===== src/rtl/calc_pkg.sv =====
// Shared encodings for the calculator entry path.
// Holds the state and operator enums used by the FSM and the bench.
package calc_pkg;

    localparam int DATA_W_DEF = 4;

    typedef enum logic [1:0] {
        S_A   = 2'd0,
        S_OP  = 2'd1,
        S_B   = 2'd2,
        S_RES = 2'd3
    } state_t;

    typedef enum logic [1:0] {
        OP_ADD = 2'd0,
        OP_SUB = 2'd1,
        OP_MUL = 2'd2,
        OP_XOR = 2'd3
    } op_t;

endpackage


===== src/rtl/rise_edge_detect.sv =====
// Rising-edge detector for one debounced button level.
// Prev resets to 1 so a button held through reset never fires.
module rise_edge_detect (
    input  logic i_Clk,
    input  logic i_Rst,
    input  logic i_Level,
    output logic o_Pulse
);

    logic r_Prev;

    always_ff @(posedge i_Clk) begin
        if (i_Rst) begin
            r_Prev <= 1'b1;
        end else begin
            r_Prev <= i_Level;
        end
    end

    assign o_Pulse = i_Level & ~r_Prev;

endmodule


===== src/rtl/calc_entry_fsm.sv =====
// Operand/operator entry FSM for the calculator.
// Steps A -> op -> B -> result and drives an 8-bit display value.
module calc_entry_fsm
    import calc_pkg::*;
#(
    parameter int DATA_W = DATA_W_DEF
) (
    input  logic              i_Clk,
    input  logic              i_Rst,
    input  logic              i_Btn_Inc,
    input  logic              i_Btn_Op,
    input  logic              i_Btn_Next,
    input  logic              i_Btn_Clr,
    output logic [7:0]        o_Display,
    output logic [1:0]        o_State,
    output logic [1:0]        o_Op,
    output logic              o_Result_Valid,
    output logic              o_Neg
);

    localparam int RES_W = 2 * DATA_W;

    logic w_Inc;
    logic w_OpP;
    logic w_Next;
    logic w_Clr;

    rise_edge_detect u_inc (
        .i_Clk(i_Clk), .i_Rst(i_Rst), .i_Level(i_Btn_Inc), .o_Pulse(w_Inc)
    );
    rise_edge_detect u_op (
        .i_Clk(i_Clk), .i_Rst(i_Rst), .i_Level(i_Btn_Op), .o_Pulse(w_OpP)
    );
    rise_edge_detect u_next (
        .i_Clk(i_Clk), .i_Rst(i_Rst), .i_Level(i_Btn_Next), .o_Pulse(w_Next)
    );
    rise_edge_detect u_clr (
        .i_Clk(i_Clk), .i_Rst(i_Rst), .i_Level(i_Btn_Clr), .o_Pulse(w_Clr)
    );

    state_t              r_State;
    op_t                 r_Op;
    logic [DATA_W-1:0]   r_A;
    logic [DATA_W-1:0]   r_B;
    logic [RES_W-1:0]    r_Result;
    logic                r_Neg;
    logic [7:0]          r_Display;
    logic                r_Valid;

    state_t              w_State;
    op_t                 w_Op;
    logic [DATA_W-1:0]   w_A;
    logic [DATA_W-1:0]   w_B;
    logic [RES_W-1:0]    w_Result;
    logic                w_Neg;
    logic [7:0]          w_Display;
    logic [RES_W-1:0]    w_AExt;
    logic [RES_W-1:0]    w_BExt;
    logic [RES_W-1:0]    w_Calc;

    assign w_AExt = {{DATA_W{1'b0}}, r_A};
    assign w_BExt = {{DATA_W{1'b0}}, r_B};

    always_comb begin
        w_Calc = '0;
        case (r_Op)
            OP_ADD:  w_Calc = w_AExt + w_BExt;
            OP_SUB:  w_Calc = w_AExt - w_BExt;
            OP_MUL:  w_Calc = w_AExt * w_BExt;
            default: w_Calc = w_AExt ^ w_BExt;
        endcase
    end

    // Clr beats Next beats Inc/Op; lower-priority pulses are dropped.
    always_comb begin
        w_State  = r_State;
        w_Op     = r_Op;
        w_A      = r_A;
        w_B      = r_B;
        w_Result = r_Result;
        w_Neg    = r_Neg;
        if (w_Clr) begin
            w_State  = S_A;
            w_Op     = OP_ADD;
            w_A      = '0;
            w_B      = '0;
            w_Result = '0;
            w_Neg    = 1'b0;
        end else if (w_Next) begin
            case (r_State)
                S_A:  w_State = S_OP;
                S_OP: w_State = S_B;
                S_B: begin
                    w_State  = S_RES;
                    w_Result = w_Calc;
                    w_Neg    = (r_Op == OP_SUB) && (r_A < r_B);
                end
                default: begin
                    w_State  = S_A;
                    w_A      = '0;
                    w_B      = '0;
                    w_Result = '0;
                    w_Neg    = 1'b0;
                end
            endcase
        end else begin
            case (r_State)
                S_A:  if (w_Inc) w_A = r_A + 1'b1;
                S_OP: if (w_Inc || w_OpP) w_Op = op_t'(r_Op + 2'd1);
                S_B:  if (w_Inc) w_B = r_B + 1'b1;
                default: ;
            endcase
        end
    end

    always_comb begin
        w_Display = 8'h00;
        case (w_State)
            S_A:     w_Display = 8'(w_A);
            S_OP:    w_Display = {6'b0, w_Op};
            S_B:     w_Display = 8'(w_B);
            default: w_Display = 8'(w_Result);
        endcase
    end

    always_ff @(posedge i_Clk) begin
        if (i_Rst) begin
            r_State   <= S_A;
            r_Op      <= OP_ADD;
            r_A       <= '0;
            r_B       <= '0;
            r_Result  <= '0;
            r_Neg     <= 1'b0;
            r_Display <= 8'h00;
            r_Valid   <= 1'b0;
        end else begin
            r_State   <= w_State;
            r_Op      <= w_Op;
            r_A       <= w_A;
            r_B       <= w_B;
            r_Result  <= w_Result;
            r_Neg     <= w_Neg;
            r_Display <= w_Display;
            r_Valid   <= (w_State == S_RES);
        end
    end

    assign o_Display      = r_Display;
    assign o_State        = r_State;
    assign o_Op           = r_Op;
    assign o_Result_Valid = r_Valid;
    assign o_Neg          = r_Neg;

endmodule

===== config.mk =====
export PLATFORM = sky130hd
export DESIGN_NAME = calc_entry_fsm
export DESIGN_NICKNAME = d
export VERILOG_FILES = /design/src/rtl/calc_pkg.sv /design/src/rtl/rise_edge_detect.sv /design/src/rtl/calc_entry_fsm.sv
export SDC_FILE = /design/constraint.sdc
export NUM_CORES = 1
export LEC_CHECK = 0
export CELL_PAD_IN_SITES_DETAIL_PLACEMENT = 1
export CELL_PAD_IN_SITES_GLOBAL_PLACEMENT = 1
export CORE_UTILIZATION = 45
export DETAILED_ROUTE_END_ITERATION = 8
export PLACE_DENSITY_LB_ADDON = 0.1
export SYNTH_ARGS = -nofsm -noshare
export SYNTH_HDL_FRONTEND = slang
export SYNTH_HIERARCHICAL = 1
export SYNTH_SLANG_ARGS = --single-unit
export TNS_END_PERCENT = 1

===== constraint.sdc =====
create_clock -name i_Clk -period 4.3 [get_ports i_Clk]
set_input_delay 1.075 -clock i_Clk [delete_from_list [all_inputs] [get_ports i_Clk]]
set_output_delay 1.075 -clock i_Clk [all_outputs]
set_load 0.1 [all_outputs]

==> results.md, run 1 <==
- Outcome: finished clean
- Via count of the first global-routing pass: around 2100
- Post-CTS Repair Setup Buffers: 0
- Row count: 26
- Crit Path Class: flop to flop
- Met2 Wirelength: between 3000 and 4000 µm
- Final Wtd Congestion: 0.851
- Yosys reg bits: 34
- Crit path max fanout: 10
- Core area: 5110 µm²
- Final Cycle Share: slightly below 80%
- Int Power: between 500 and 600 µW
- Initial antenna violation count: 0
- Most used flip-flop cell after synthesis: dfxtp_1
- I/O pin count: 20
- Sw Share: 22.9%
- Skew final: ~0.0046 ns
- Clock power frac: about half
- Seq. cell area: 681 µm²
- Distinct cell type count after synthesis: between 50 and 60
- WHS: approximately 0.46 ns
- Hold Crit Depth: 2
- WL/cell: 17.1 µm
- Clk buf depth: 2
- Die Footprint: 5620 µm²
- WP data arrival: 3.49 ns
- Max-cap viol count: 0
- Vias per inst: approximately 5.6
- Max-slew headroom: between 30% and 40%
- CTS tree: yes
- Yosys Warn Count: 6
- Cell repeated most along the worst path: fa_1
- Fmax: a little over 300 MHz
- Inserted Diodes: 0
- Tmin final: roughly 3.3 ns
- Peak VDD IR: between 0.00015 and 0.0002 V
- Slowest stage delay, CP: 0.60 ns
- Worst-skew pair later-pin latency: 0.30 ns
- Area of the multi-input gates: 1590 µm²
- Slew @ Worst Pin: 0.984 ns
- Die span in x: about 75 µm
- ANT nets after route: 0
- Sequential Power Share: a little over two fifths
- First-pass GRT wire length: around 10000 µm
- Share of cells above drive strength 1: under 10%
- Post-synth top area share: around 28%
- Leak: 0.00121 µW
- Metal3 WL: between 100 and 150 µm
- Layout Nets: 333
- Via count: between 2000 and 2500
- Setup TNS Final: 0 ns
- Cell Chain, Critical Path: nand2_1 > fa_1 > fa_1 > inv_1 > fa_1 > a21o_1 > a21oi_1 > xnor2_1 > a221oi_1 > nor2_1
- DRC viols: 0
- PwrDens: approximately 270 nW/µm²
- Largest net degree at the start of global routing: 13
- Slowest stage cell, crit path: dfxtp_1
- Post-synth EDFFs: 0
- Final setup fails: 0
- Post-Synthesis Cells: 270
- Crit. End Element: flop
- Avg Inst Size Synth: roughly 8.9 µm²
- Worst path required time: about 4.5 ns
- GRT Util Overall: 24.7%
- Met1 WL: roughly 2800 µm
- Die Y: about 75 µm
- Cell family contributing the most delay on the critical path: adder cells
- GRT overflow: 0
- CP Launch Type: flop
- Initial core utilization: between 40% and 50%
- Mapped Nets: approximately 310
- Gate power share: approximately 7.5%
- Hold_buf cts: 0
- Top sig layer: met4
- First-pass DRT Iterations: 4
- RSZ-0062 raised after global routing: no
- Bufs and invs on worst path: 1
- Mapped cell area: around 2400 µm²
- Clk slew on worst S/H paths: about 0.08 ns
- Port bufs: 19
- Reg2Reg Depth: 10
- Ranking of synthesized cells by area: dfxtp_1 (28%), ha_1 (16%), fa_1 (5.0%)
- Area growth syn-to-layout: 16.0%
- Sw Pwr: about 170 µW
- Total CTS buffers: 5
- Clock Sinks: 34
- H-tree depth: 2
- Critical Path Stages: 10
- Detailed Place HPWL: 4800 µm
- CTS Root Cell: clkbuf_8
- Number of gates resized after cts: 0
- Final Max Tran Viols: 0
- Fin. Hold Viols: 0
- Detailed router's first-iteration violation count: 67
- Fillers: around 620
- Synth area leader: dfxtp_1
- Hold Crit Class: flop to flop
- Register area share after synthesis: 28.4%
- Share of flip-flops with an asynchronous set or reset: 0%
- WL final: roughly 6200 µm
-- placed cells by master (no fill, tap or decap), types with 2 or more instances in the layout --
cell and count:
nor2_1 31, nand2_1 23, a31o_1 3, o21ai_1 3, a211oi_1 2, inv_1 19, o21ai_0 7, a21oi_1 13
xor2_1 3, and2_1 9, o31ai_1 2, clkdlybuf4s50_1 19, ha_1 30, nand2b_1 3, xnor2_1 7, o211ai_1 2
nor3b_1 3, fa_1 6, nand3_1 3, a21o_1 4, bufinv_16 2, a32o_1 2, clkbuf_8 5, a221oi_1 3
mux2i_1 6, nor2b_1 8, nor3_1 3, nand4b_1 2, or2_1 4, inv_2 4, dfxtp_1 34, a32oi_1 2
-- state kept, by name, indices dropped and copies added, names as in the netlist --
name and flops:
o_Display 8, o_Neg 1, o_Op 2, o_Result_Valid 1
o_State 2, r_A 4, r_B 4, r_Result 8
u_clr/r_Prev 1, u_inc/r_Prev 1, u_next/r_Prev 1, u_op/r_Prev 1
-- cells in the mapped netlist (3+ instances only) --
cell and n:
a21o_1 4, a21oi_1 13, a221oi_1 3, a31o_1 3, and2_1 9, buf_2 4, dfxtp_1 34, fa_1 6
ha_1 30, inv_1 19, inv_2 4, mux2i_1 6, nand2_1 23, nand2b_1 3, nand3_1 3, nor2_1 31
nor2b_1 8, nor3_1 3, nor3b_1 3, o21ai_0 7, o21ai_1 3, or2_1 4, xnor2_1 7, xor2_1 3
-- worst register-to-register path: cells and delay by family, from the launching register on --
kind | cells | cell delay [ns]
AOI/OAI and AO/OA | 3 | 0.70
DFF | 1 | 0.60
and+or+nand+nor | 2 | 0.23
buffers and inverters | 1 | 0.07
xor gates and xnor gates | 1 | 0.09
adders and majority gates | 3 | 1.51
-- per-stage QoR --
stage | util, % | cells | worst slack, ns | power (µW) | instance area, µm²
after CTS | 54.5 | 362 | 0.961 | 746 | 2780
final | 54.5 | 362 | 0.995 | 740 | 2780
after global placement | 51.8 | 354 | 0.839 | 383 | 2640
after detailed placement | 51.8 | 354 | 0.782 | 385 | 2640
after floorplan | - | 270 | 1.28 | 367 | 2400
after global routing | 54.5 | 362 | 0.806 | 768 | 2780
-- power by group through the flow --
stage                     Combinational, µW  Sequential [µW]  Clock (µW)
after floorplan                        28.0              339           0
after detailed placement               54.4              330           0
after CTS                              55.0              323         369
final                                  55.1              323         362
after global placement                 53.4              330           0
after global routing                   59.3              323         386
-- final timing paths --
kind / from / to / slack [ns]
worst max register to register: r_A[1]$_SDFF_PP0_ / o_Display[6]$_SDFF_PP0_ / 1.0
worst min register to register: r_Result[2]$_SDFF_PP0_ / r_Result[2]$_SDFF_PP0_ / 0.46
worst max-delay path: r_A[1]$_SDFF_PP0_ / o_Display[6]$_SDFF_PP0_ / 1.0
worst min-delay path: r_Result[2]$_SDFF_PP0_ / r_Result[2]$_SDFF_PP0_ / 0.46
-- layout make-up --
| class | count | area share [%] |
|---|---|---|
| clock buffer | 5 | 2.47 |
| clock inverter | 3 | 2.47 |
| inverter | 23 | 3.10 |
| multi-input combinational | 207 | 57.2 |
| sequential | 34 | 24.5 |
| tap | 70 | 3.15 |
| timing repair buffer | 20 | 7.11 |
-- cell families after synthesis --
group | count (synthesis) | share of synthesized area (%)
AOI/OAI and AO/OA | 56 | 17.4
xor gates and xnor gates | 10 | 3.65
adders and majority gates | 36 | 20.7
buffers and inverters | 29 | 5.22
DFF | 34 | 28.4
muxes | 7 | 3.13
and+or+nand+nor | 98 | 21.6
-- routing by layer --
metal | GRT usage, % | vias up
met5 | 0 | -
met3 | 4.55 | 9
li1 | - | 974
met1 | 29.7 | 998
met4 | 6.71 | 0
met2 | 45.0 | 32
No activity file was read; power rests on OpenSTA's default activity.
==> run 2, diff against run 1 <==
--- a/config.mk
+++ b/config.mk
@@ -7,7 +7,7 @@
 export LEC_CHECK = 0
 export CELL_PAD_IN_SITES_DETAIL_PLACEMENT = 1
 export CELL_PAD_IN_SITES_GLOBAL_PLACEMENT = 1
-export CORE_UTILIZATION = 45
+export CORE_UTILIZATION = 40
 export DETAILED_ROUTE_END_ITERATION = 8
 export PLACE_DENSITY_LB_ADDON = 0.1
 export SYNTH_ARGS = -nofsm -noshare
==> constraint.sdc (replaced) <==
create_clock -name i_Clk -period 2.9 [get_ports i_Clk]
set_input_delay 0.725 -clock i_Clk [delete_from_list [all_inputs] [get_ports i_Clk]]
set_output_delay 0.725 -clock i_Clk [all_outputs]
set_load 0.1 [all_outputs]
==> run 2 against run 1 <==
  * Flip-flop and latch count unchanged
  * Wire length rose by 0.98%
  * Critical path depth unchanged
  * Register-to-register slack worse by 0.89 ns
  * Critical endpoint is now o_Display[3]$_SDFF_PP0_
==> results.md, run 2 (synthesis results as in run 1) <==
- WP data arrival: 2.95 ns (-0.54 ns)
- Skew final: 0.0102 ns (+0.00551 ns)
- Final std cell area, no fill: 2880 µm² (+3.7%)
- CTS tree: yes
- Final setup margin: 0.109 ns (-0.886 ns)
- Hold Crit Class: flop to flop
- Slowest stage cell, crit path: fa_1
- Final Wtd Congestion: 0.859 (+0.91%)
- Critical Path Sink: o_Display[3]$_SDFF_PP0_
- Vias per inst: 5.44 (-2.2%)
- Design Power: 999 µW (+35%)
- Final setup fails: 0 (unchanged)
- Cell Chain, Critical Path: nand2_2 > fa_1 > fa_1 > inv_2 > fa_2 > nand2_1 > nand2_1 > a31o_2 > a221oi_2 > o32ai_1
- Crit path max fanout: 3 (-7)
- Share of cells above drive strength 1: 22.1% (+13 points)
- WL final: 6260 µm (+0.98%)
- Via count of the first global-routing pass: 2161 (+5.0%)
- Setup TNS Final: 0 ns (unchanged)
- Die span in x: 79.4 µm (+5.9%)
- RSZ-0062 raised after global routing: no
- DP Worst Slack: -0.100 ns (-0.882 ns)
- Clk slew on worst S/H paths: 0.08 ns (about the same)
- Clock Sinks: 34 (unchanged)
- Outcome: finished clean
- Largest net degree at the start of global routing: 20 (+7)
- Max-cap viol count: 0 (unchanged)
- Detailed Place HPWL: 4970 µm (+3.6%)
- Critical Path Stages: 10 (unchanged)
- Total CTS buffers: 5 (unchanged)
- Hold Crit Depth: 2 (unchanged)
- Most frequent cells in the layout: nor2_1 (31), dfxtp_1 (29), ha_1 (26)
- Initial antenna violation count: 0 (unchanged)
- GRT Util Overall: 22.0% (-2.7 points)
- Core area: 5640 µm² (+10%)
- RR Startpoint: r_A[2]$_SDFF_PP0_
- Commonest non-fill, non-tap cell in the layout: nor2_1
- Final Max Tran Viols: 0 (unchanged)
- ANT nets after route: 0 (unchanged)
- Slew @ Worst Pin: 0.607 ns (-0.376 ns)
- Crit Path Class: flop to flop
- Clk buf depth: 2 (unchanged)
- Final Cycle Share: 96.2% (+19 points)
- Die Footprint: 6310 µm² (+12%)
- Die Y: 79.4 µm (+5.9%)
- Bufs and invs on worst path: 1 (unchanged)
- CP Launch Type: flop
- Cell family contributing the most delay on the critical path: adder cells
- Flop2flop setup slack: 0.11 ns (-0.89 ns)
- Crit. End Element: flop
- Fmax: 358 MHz (+18%)
- Row count: 27 (+3.8%)
- Worst r2r dst: o_Display[3]$_SDFF_PP0_
- Initial core utilization: 42.5% (-4.4 points)
- DRC viols: 0 (unchanged)
- First-pass GRT wire length: 10400 µm (+3.1%)
- Peak VDD IR: 0.000273 V (+50%)
- First-pass DRT Iterations: 5 (+1)
- Layout Nets: 344 (+3.3%)
- Detailed router's first-iteration violation count: 109 (+63%)
- Leak: 0.00128 µW (+5.4%)
- Slowest stage delay, CP: 0.54 ns (-0.06 ns)
- Worst Setup SP: r_A[2]$_SDFF_PP0_
- Final Core Density: 51.1% (-3.3 points)
- Inserted Diodes: 0 (unchanged)
- Worst path required time: 3.06 ns (-1.42 ns)
- Reg2Reg Depth: 10 (unchanged)
- Fin. Hold Viols: 0 (unchanged)
- Worst-skew pair later-pin latency: 0.29 ns (about the same)
- Port bufs: 19 (unchanged)
- WL/cell: 16.7 µm (-2.5%)
- Area growth syn-to-layout: 20.3%
- Cell Area, Placed: 2690 µm² (+1.7%)
- Max-slew headroom: 59.3% (+25 points)
- Tmin final: 2.79 ns (-0.514 ns)
- H-tree depth: 2 (unchanged)
- GRT overflow: 0 (unchanged)
- CTS Root Cell: clkbuf_8
- I/O pin count: 20 (unchanged)
- PwrDens: 347 nW/µm² (+30%)
- Via count: 2040 (+1.3%)
run 2: changes by cell type in the layout (fill, tap and decap cells not counted), sizes merged:
| cell | delta |
|---|---|
| clkinv | -1 |
| buf | +25 |
| clkdlybuf4s50 | -14 |
| clkbuf | +2 |
| bufinv | -1 |
run 2: metrics by stage:
| step | hold WS (ns) | cells |
|---|---|---|
| 6_report | 0.455 | 375 |
| 5_1_grt | 0.501 | 375 |
| 3_3_place_gp | 0.450 | 366 |
| 4_1_cts | 0.459 | 374 |
| 2_1_floorplan | 0.436 | 270 |
| 3_5_place_dp | 0.462 | 366 |
run 2: where the power goes:
group          switching [µW]  leakage (µW)  internal [µW]  total (µW)
clock                     183     0.0000524            257         441
combinational            53.8      0.000948           30.1        83.9
sequential               4.40      0.000278            471         475
total                     241       0.00128            758         999
run 2: tightest hold or removal path, stage by stage (launching register included):
cell,delay (ns)
dfxtp_1,0.30
nand2_1,0.06
a21oi_1,0.06
run 2: layout make-up:
cell class	count	area (µm²)
Inverter	23	86.3
Tap cell	72	90.1
Clock buffer	7	76.3
Multi-Input combinational cell	207	1650
Fill cell	676	2760
Timing Repair Buffer	31	256
Clock inverter	1	30.0
Sequential cell	34	692
run 2: worst min-delay path by stage:
stage	from	to	slack (ns)
after CTS	r_Result[4]$_SDFF_PP0_	o_Display[4]$_SDFF_PP0_	0.46
after floorplan	r_Result[2]$_SDFF_PP0_	r_Result[2]$_SDFF_PP0_	0.44
after detailed placement	r_Result[4]$_SDFF_PP0_	r_Result[4]$_SDFF_PP0_	0.46
final	r_Result[4]$_SDFF_PP0_	o_Display[4]$_SDFF_PP0_	0.45
after global routing	r_Result[2]$_SDFF_PP0_	r_Result[2]$_SDFF_PP0_	0.50
after global placement	r_Result[7]$_SDFF_PP0_	r_Result[7]$_SDFF_PP0_	0.45
run 2: timing repair:
item                                   in CTS  in global routing
endpoints found under the hold margin       0                  0
resized for setup                           4                 18
pin swaps                                   0                 11
setup buffers                               0                  1
setup endpoints to repair                   7                 10
hold buffers                                0                  0
run 2: per-layer routing:
layer	global-route usage [%]	part of all wire [%]	vias up
li1	-	-	1000
met1	26.5	45	996
met4	6.18	1.6	0
met3	4.80	3.5	12
met2	38.9	49	32
met5	0	0	-
